File: src/rtl/int_to_float_seq.sv
// Sequential signed-integer to packed-float converter {s, exposant, mantisse}.
// It normalises one bit per cycle and truncates the mantissa without rounding.
module int_to_float_seq #(
  parameter int NM = 23,
  parameter int NE = 8,
  parameter int NI = 32
) (
  input  logic             clk_i,
  input  logic             rst_i,
  input  logic             in_valid_i,
  output logic             in_ready_o,
  input  logic [NI-1:0]    in_data_i,
  output logic             out_valid_o,
  input  logic             out_ready_i,
  output logic [NE+NM:0]   out_float_o,
  output logic             out_inexact_o
);

  // Handshake: a transfer happens on a rising edge where valid && ready;
  // valid, once raised, is held with stable data until that transfer.

  localparam int          BIAS     = 2**(NE-1) - 1;
  localparam logic [NE:0] EXP_INIT = (NE+1)'(BIAS + NI - 1);
  localparam logic [NE:0] EXP_SAT  = (NE+1)'(2**NE - 1);
  localparam int          W        = NI - 1 + NM;

  typedef enum logic [1:0] {IDLE, NORM, DONE} state_t;

  state_t          state_q, state_d;
  logic            sign_q, sign_d;
  logic [NI-1:0]   mag_q, mag_d;
  logic [NE:0]     exp_q, exp_d;
  logic [NE+NM:0]  float_q, float_d;
  logic            inexact_q, inexact_d;

  logic [NI-1:0]   abs_in;
  logic [W-1:0]    ext;
  logic [NM-1:0]   mant;
  logic            dropped;

  assign abs_in = in_data_i[NI-1] ? (~in_data_i + NI'(1)) : in_data_i;

  // The hidden leading one is dropped; zero padding covers the case NI-1 < NM.
  assign ext     = {mag_q[NI-2:0], {NM{1'b0}}};
  assign mant    = ext[W-1 -: NM];
  assign dropped = |ext[NI-2:0];

  always_comb begin
    state_d   = state_q;
    sign_d    = sign_q;
    mag_d     = mag_q;
    exp_d     = exp_q;
    float_d   = float_q;
    inexact_d = inexact_q;
    case (state_q)
      IDLE: begin
        if (in_valid_i) begin
          sign_d  = in_data_i[NI-1];
          mag_d   = abs_in;
          exp_d   = EXP_INIT;
          state_d = NORM;
        end
      end
      NORM: begin
        if (mag_q == '0) begin
          float_d   = '0;
          inexact_d = 1'b0;
          state_d   = DONE;
        end else if (mag_q[NI-1]) begin
          if (exp_q >= EXP_SAT) begin
            float_d = {sign_q, {NE{1'b1}}, {NM{1'b0}}};
          end else begin
            float_d = {sign_q, exp_q[NE-1:0], mant};
          end
          inexact_d = dropped;
          state_d   = DONE;
        end else begin
          mag_d = mag_q << 1;
          exp_d = exp_q - (NE+1)'(1);
        end
      end
      DONE: begin
        if (out_ready_i) begin
          state_d = IDLE;
        end
      end
      default: state_d = IDLE;
    endcase
  end

  always_ff @(posedge clk_i or posedge rst_i) begin
    if (rst_i) begin
      state_q   <= IDLE;
      sign_q    <= 1'b0;
      mag_q     <= '0;
      exp_q     <= '0;
      float_q   <= '0;
      inexact_q <= 1'b0;
    end else begin
      state_q   <= state_d;
      sign_q    <= sign_d;
      mag_q     <= mag_d;
      exp_q     <= exp_d;
      float_q   <= float_d;
      inexact_q <= inexact_d;
    end
  end

  assign in_ready_o    = (state_q == IDLE);
  assign out_valid_o   = (state_q == DONE);
  assign out_float_o   = float_q;
  assign out_inexact_o = inexact_q;

endmodule

File: config.mk
export PLATFORM = sky130hd
export DESIGN_NAME = int_to_float_seq
export DESIGN_NICKNAME = d
export VERILOG_FILES = /design/src/rtl/int_to_float_seq.sv
export SDC_FILE = /design/constraint.sdc
export NUM_CORES = 1
export LEC_CHECK = 0
export BUFFER_PORTS_ARGS = -buffer_cell sky130_fd_sc_hd__buf_4
export CAP_MARGIN = 0
export CORE_ASPECT_RATIO = 2
export CORE_MARGIN = 2
export CORE_UTILIZATION = 50
export DETAILED_ROUTE_END_ITERATION = 16
export PLACE_DENSITY = 0.8
export SETUP_SLACK_MARGIN = 0.15
export SYNTH_ARGS = -nofsm -noshare
export SYNTH_HDL_FRONTEND = slang
export SYNTH_SLANG_ARGS = --single-unit
export TNS_END_PERCENT = 10
File: constraint.sdc
create_clock -name clk_i -period 3.2 [get_ports clk_i]
set_input_delay 0.64 -clock clk_i [delete_from_list [all_inputs] [get_ports clk_i]]
set_output_delay 0.64 -clock clk_i [all_outputs]
set_load 0.01 [all_outputs]
==> flow_metrics.py, run 1 <==
metrics = {
    "final_layout": {
        "drive_above_1_share_pct": 20.5,
        "seq_area_um2": 1930,
        "multiInputGateArea_um2": 2080,
        "stdcell_area_um2": 5160,
        "stdcell_count": 616,
        "area_growth_pct": 21.1,
        "n_antenna_cell": 0,
        "fill_cells": 701,
        "finalNetCount": 553,
    },
    "global_route": {
        "antenna_found_initial": 0,
        "grt.overflow.total": 0,
        "grtUsageTotal_pct": 23.5,
        "grt_pass1_vias": 3759,
        "grt_pass1_wl_um": 17700,
        "grt_max_degree": 46,
    },
    "yosys": {
        "synth_edf_count": 0,
        "ys_seq_elements": 77,
        "synth_flop_cell": "dfrtp_1",
        "postSynthAreaPerCell_um2": 9.45,
        "synth_cells": 451,
        "async_flop_share_pct": 100,
        "netlist_area_um2": 4260,
        "yosysUniqueCellTypes": 49,
        "synth_warnings": 0,
        "synth_nets": 490,
        "yosysSeqAreaShare_pct": 45.2,
    },
    "sta": {
        "fmax_ghz": 0.388,
        "finalHoldViolCount": 0,
        "relSlewSlack_pct": 44.7,
        "final.setup_skew_ns": 0.00956,
        "finalCritPeriodShare_pct": 80.6,
        "worst_pin_slew_ns": 0.829,
        "rsz0062_at_grt": "no",
        "setup_viol": 0,
        "drv_slew": 0,
        "period_minus_slack_ns": 2.58,
        "timing.setup.tns_ns": 0,
    },
    "floorplanning": {
        "start_util_pct": 51.4,
        "fp.dieH_um": 135,
        "dieArea_um2": 9320,
        "rows": 47,
        "dieWidth_um": 69.3,
        "design.portCount": 71,
        "core_area_um2": 8290,
    },
    "clocking": {
        "cts_setup_buffers": 0,
        "clkSinkCount": 77,
        "post_cts_resized": 0,
        "clk_pin_slew_worst_paths_ns": 0.06,
        "clock-root-buffer": "clkbuf_16",
        "cts_tree": "done",
        "clock_path_buffers": 2,
        "insertion_delay_ns": 0.34,
        "hold_buffers": 0,
        "cts_htree_levels": 3,
        "cts_buffers": 9,
    },
    "detailed_routing": {
        "routedWlPerCell_um": 17.2,
        "final_antenna_net_count": 0,
        "first_iter_violations": 246,
        "vias_per_cell": 6.06,
        "wirelength_um": 10600,
        "first_pass_iters": 5,
        "drcViolationCount": 0,
        "num_vias": 3730,
    },
    "power": {
        "pwr_density_cell_nw_per_um2": 909,
        "ir_drop_v": 0.000444,
        "p_total_w": 0.00469,
        "cellLeakagePower_nw": 2.43,
    },
    "hold_path": {
        "min_path_type": "in2async",
    },
    "critical_path": {
        "critPathMaxFanout": 9,
        "endpoint_kind": "flop",
        "r2r_end": "mag_q[4]",
        "slowest_delay_ns": 0.60,
        "worstPathRequired_ns": 3.40,
        "startpoint_type": "input port",
        "r2r_setup_slack_ns": 0.73,
        "path_cells": "buf_4, inv_1, ha_1, or3b_2, or4_1, o41ai_1, xor2_1, o211ai_1",
        "r2r-start": "mag_q[8]",
        "cp.arrival_ns": 2.78,
        "slowest_stage": "or4_1",
        "path_class": "in2reg",
        "worstRegToRegCells": 6,
    },
    "placed_design": {
        "port_buffers": 70,
        "placed_area_um2": 4890,
        "dp_hpwl_um": 7810,
        "gp_congestion": 0.877,
        "dp_cells": 601,
    },
    "run_status": {
        "outcome": "finished, final reports clean",
    },
    "flow_run": {
        "cap_violations": 0,
    },
}
[through the flow]
stage | utilization (%) | hold WS [ns] | setup WS, ns
floorplan | - | 0.450 | 0.536
global placement | 58.9 | 0.463 | 0.346
detailed placement | 58.9 | 0.472 | 0.271
CTS | 62.2 | 0.484 | 0.615
global route | 62.2 | 0.511 | 0.454
finish | 62.2 | 0.483 | 0.622
[power by group]
part	internal [W]	switching, W
sequential	0.00141	0.000385
clock	0.000599	0.000365
combinational	0.000903	0.00103
total	0.00291	0.00178
[placed cells by master (no fill, tap or decap), types with 12 or more instances in the layout]
cell	instances
o21ai_0	17
xor2_1	21
buf_4	80
o31ai_1	14
mux2i_1	27
nand2_1	46
nor2_1	27
a21oi_1	12
nand3_1	16
inv_1	35
dfrtp_1	77
[cell type report]
class                      count  area share (%)
inverter                      37            2.69
tap                           98            2.38
timing repair buffer          81            12.0
multi-input combinational    308            40.2
clock buffer                  13            4.65
clock inverter                 2           0.679
sequential                    77            37.3
[cell usage after synthesis (2+ instances only)]
| cell | number | area (um2) |
|---|---|---|
| nand2b_1 | 3 | 18.8 |
| inv_1 | 36 | 135 |
| and2_1 | 6 | 37.5 |
| o31ai_1 | 14 | 105 |
| nor3_1 | 8 | 40.0 |
| xor2_1 | 21 | 184 |
| buf_1 | 3 | 11.3 |
| nand2_1 | 46 | 173 |
| nor2_1 | 27 | 101 |
| o21ai_0 | 17 | 85.1 |
| a221o_1 | 7 | 70.1 |
| xnor2_1 | 4 | 35.0 |
| nor4_1 | 11 | 68.8 |
| o41ai_1 | 8 | 70.1 |
| a32oi_1 | 4 | 35.0 |
| dfrtp_1 | 77 | 1930 |
| o2bb2ai_1 | 8 | 70.1 |
| nand3b_1 | 2 | 15.0 |
| a2bb2oi_1 | 5 | 43.8 |
| a21oi_1 | 12 | 60.1 |
| mux2i_1 | 27 | 270 |
| o211ai_1 | 8 | 60.1 |
| or4_1 | 8 | 60.1 |
| clkbuf_1 | 24 | 90.1 |
| mux2_2 | 6 | 67.6 |
| nand3_1 | 16 | 80.1 |
| ha_1 | 3 | 37.5 |
| o31a_1 | 3 | 26.3 |
| a31oi_1 | 3 | 18.8 |
| nand4_1 | 4 | 25.0 |
| a22oi_1 | 5 | 37.5 |
| or3_1 | 6 | 37.5 |
| o2111ai_1 | 3 | 26.3 |
[worst max path at each step]
stage / cells past startpoint / slack [ns] / start / end
floorplan: 7 / 0.54 / in_data_i[10] / mag_q[25]
global placement: 8 / 0.35 / in_data_i[0] / mag_q[28]
detailed placement: 8 / 0.27 / in_data_i[0] / mag_q[18]
CTS: 8 / 0.61 / in_data_i[0] / mag_q[18]
global route: 8 / 0.45 / in_data_i[0] / mag_q[28]
finish: 8 / 0.62 / in_data_i[0] / mag_q[18]
[kinds of logic after synthesis]
family	count (synthesis)	synth area share (%)
buffers and inverters	66	6.02
adders and majority gates	3	0.881
AOI/OAI and AO/OA	104	18.0
and+or+nand+nor	143	16.8
muxes	33	7.93
xor gates and xnor gates	25	5.14
DFF	77	45.2
[registers in the layout, summed over array words and instances, names as in the netlist]
signal and count:
out_inexact_o 1, out_float_o 32, sign_q 1, state_q 2, mag_q 32, exp_q 9
[critical path, delay by kind of cell]
kind                       cells  cell delay (ns)
buffers and inverters          2             0.18
and+or+nand+nor                2             1.15
adders and majority gates      1             0.16
AOI/OAI and AO/OA              2             0.46
xor gates and xnor gates       1             0.19
[per-layer routing]
metal  global-route usage [%]  wire (um)
met1                     26.9       4120
met3                     3.28        515
met2                     42.4       5600
met4                     11.4        351
met5                        0          0
Note: power is estimated with default switching activity, not from simulation.
==> run 2, diff against run 1 <==
clock period = 2.6 ns   (was 3.2 ns; I/O delays follow)
==> flow_metrics.py, run 2 (synthesis results as in run 1) <==
metrics = {
    "sta": {
        "period_minus_slack_ns": 2.34,
        "drv_slew": 0,
        "timing.setup.tns_ns": 0,
        "setup_viol": 0,
        "finalCritPeriodShare_pct": 90.2,
        "final.setup_skew_ns": 0.00478,
        "hold_slack_ns": 0.287,
        "fmax_ghz": 0.426,
        "timing.final.ws_setup_ns": 0.255,
        "worst_pin_slew_ns": 0.516,
        "finalHoldViolCount": 0,
        "relSlewSlack_pct": 65.3,
        "rsz0062_at_grt": "no",
    },
    "floorplanning": {
        "rows": 47,
        "design.portCount": 71,
        "start_util_pct": 51.4,
        "dieArea_um2": 9320,
        "core_area_um2": 8290,
        "fp.dieH_um": 135,
        "dieWidth_um": 69.3,
    },
    "critical_path": {
        "critPathMaxFanout": 8,
        "endpoint_kind": "flop",
        "startpoint_type": "input port",
        "critical_path.top_delay_family": "simple AND/OR/NAND/NOR gates",
        "slowest_stage": "or4_4",
        "cp.arrival_ns": 2.61,
        "path_class": "in2reg",
        "path_buf_inv": 1,
        "path_cells": "buf_4, or4_1, or4_4, or4_1, a21oi_1, o31a_1",
        "worst_path_most_repeated_cell": "or4_1",
        "slowest_delay_ns": 0.65,
        "worstPathRequired_ns": 2.87,
    },
    "power": {
        "cellLeakagePower_nw": 2.51,
        "power_frac_comb_pct": 41.2,
        "p_sw_w": 0.00216,
        "switching_share_pct": 37.4,
        "pwr-share-seq_pct": 38.2,
        "p_clk_share_pct": 20.6,
        "internal-power_w": 0.00362,
        "ir_drop_v": 0.000503,
        "pwr_density_cell_nw_per_um2": 1090,
    },
    "final_layout": {
        "utilization_pct": 63.9,
        "final_common_cell": "buf_4",
        "drive_above_1_share_pct": 23.1,
        "area_growth_pct": 24.4,
        "n_antenna_cell": 0,
        "final_cell_mix": "buf_4, dfrtp_1, nand2_1",
        "finalNetCount": 564,
    },
    "clocking": {
        "cts_htree_levels": 3,
        "insertion_delay_ns": 0.33,
        "clk_pin_slew_worst_paths_ns": 0.05,
        "clock-root-buffer": "clkbuf_16",
        "cts_buffers": 9,
        "cts_tree": "done",
        "clkSinkCount": 77,
        "cts_setup_buffers": 0,
        "clock_path_buffers": 2,
    },
    "detailed_routing": {
        "wirelength_um": 10600,
        "first_pass_iters": 5,
        "final_antenna_net_count": 0,
        "num_vias": 3788,
        "vias_per_cell": 6.05,
        "routedWlPerCell_um": 16.9,
        "drcViolationCount": 0,
        "first_iter_violations": 203,
    },
    "global_route": {
        "grt_max_degree": 78,
        "grtUsageTotal_pct": 23.9,
        "grt_pass1_vias": 3777,
        "grt_pass1_wl_um": 18000,
        "grt.overflow.total": 0,
        "antenna_found_initial": 0,
    },
    "flow_run": {
        "cap_violations": 0,
    },
    "placed_design": {
        "gp_congestion": 0.919,
        "dp_hpwl_um": 7920,
        "dp_slack_ns": -0.118,
        "port_buffers": 70,
    },
    "run_status": {
        "outcome": "finished, final reports clean",
    },
    "hold_path": {
        "min_path_type": "in2async",
    },
}
[run 2: cell count changes in the layout (fill, tap and decap cells not counted), moves of 2 or more]
cell,previous run,this run
or4_1,8,6
buf_4,80,90
or4_4,1,3
clkbuf_1,4,2
o41ai_1,8,6
[run 2: final cells by class]
type / instances / area (um2)
fillers: 681 / 2990
multi-input cells: 308 / 2110
flip-flops and latches: 77 / 1930
repair buffers: 92 / 716
clock buffers: 12 / 246
inverters: 37 / 143
well taps: 98 / 123
clock inverters: 2 / 35.0
[run 2: path summary, 6_finish.rpt]
path                                 start              end  slack, ns  cells after the start
max reg2reg                       mag_q[0]         exp_q[4]       0.29                      6
min                                  rst_i  out_float_o[16]       0.29                      3
min reg2reg                out_float_o[28]  out_float_o[28]       0.49                      1
min in group clk_i             out_ready_i       state_q[1]       0.41                      2
max in group asynchronous            rst_i  out_float_o[26]       1.97                      3
max                           in_data_i[6]        mag_q[25]       0.26                      6
[run 2: through the flow]
stage          area [um2]  std cells  power, W
3_3_place_gp         5000        612   0.00449
5_1_grt              5300        626   0.00614
6_report             5300        626   0.00579
2_1_floorplan        4290        451   0.00364
4_1_cts              5290        626   0.00580
3_5_place_dp         5000        612   0.00460
[run 2: timing repair]
item                       in CTS  in global routing
setup endpoints to repair       0                  2
gates resized for setup         0                  2
hold buffers                    0                  0
[run 2: power by group through the flow]
stage               Sequential [W]  Combinational, W  Clock, W
floorplan                  0.00217           0.00147         0
global placement           0.00220           0.00230         0
detailed placement         0.00222           0.00238         0
CTS                        0.00221           0.00239   0.00120
global route               0.00229           0.00262   0.00124
finish                     0.00221           0.00239   0.00119
[run 2: worst register-to-register path, delay by kind of cell (launching register included)]
family                 cells  cell delay (ns)
buffers and inverters      1             0.24
AO/OA/AOI/OAI              1             0.39
AND/OR/NAND/NOR            4             1.11
flip-flops                 1             0.40
[run 2: per-layer routing]
layer / share of wire, % / GRT usage, % / up-vias
li1: - / - / 1781
met1: 37 / 27.0 / 1824
met2: 54 / 42.4 / 154
met3: 4.9 / 3.66 / 29
met4: 3.8 / 13.8 / 0
met5: 0 / 0 / -
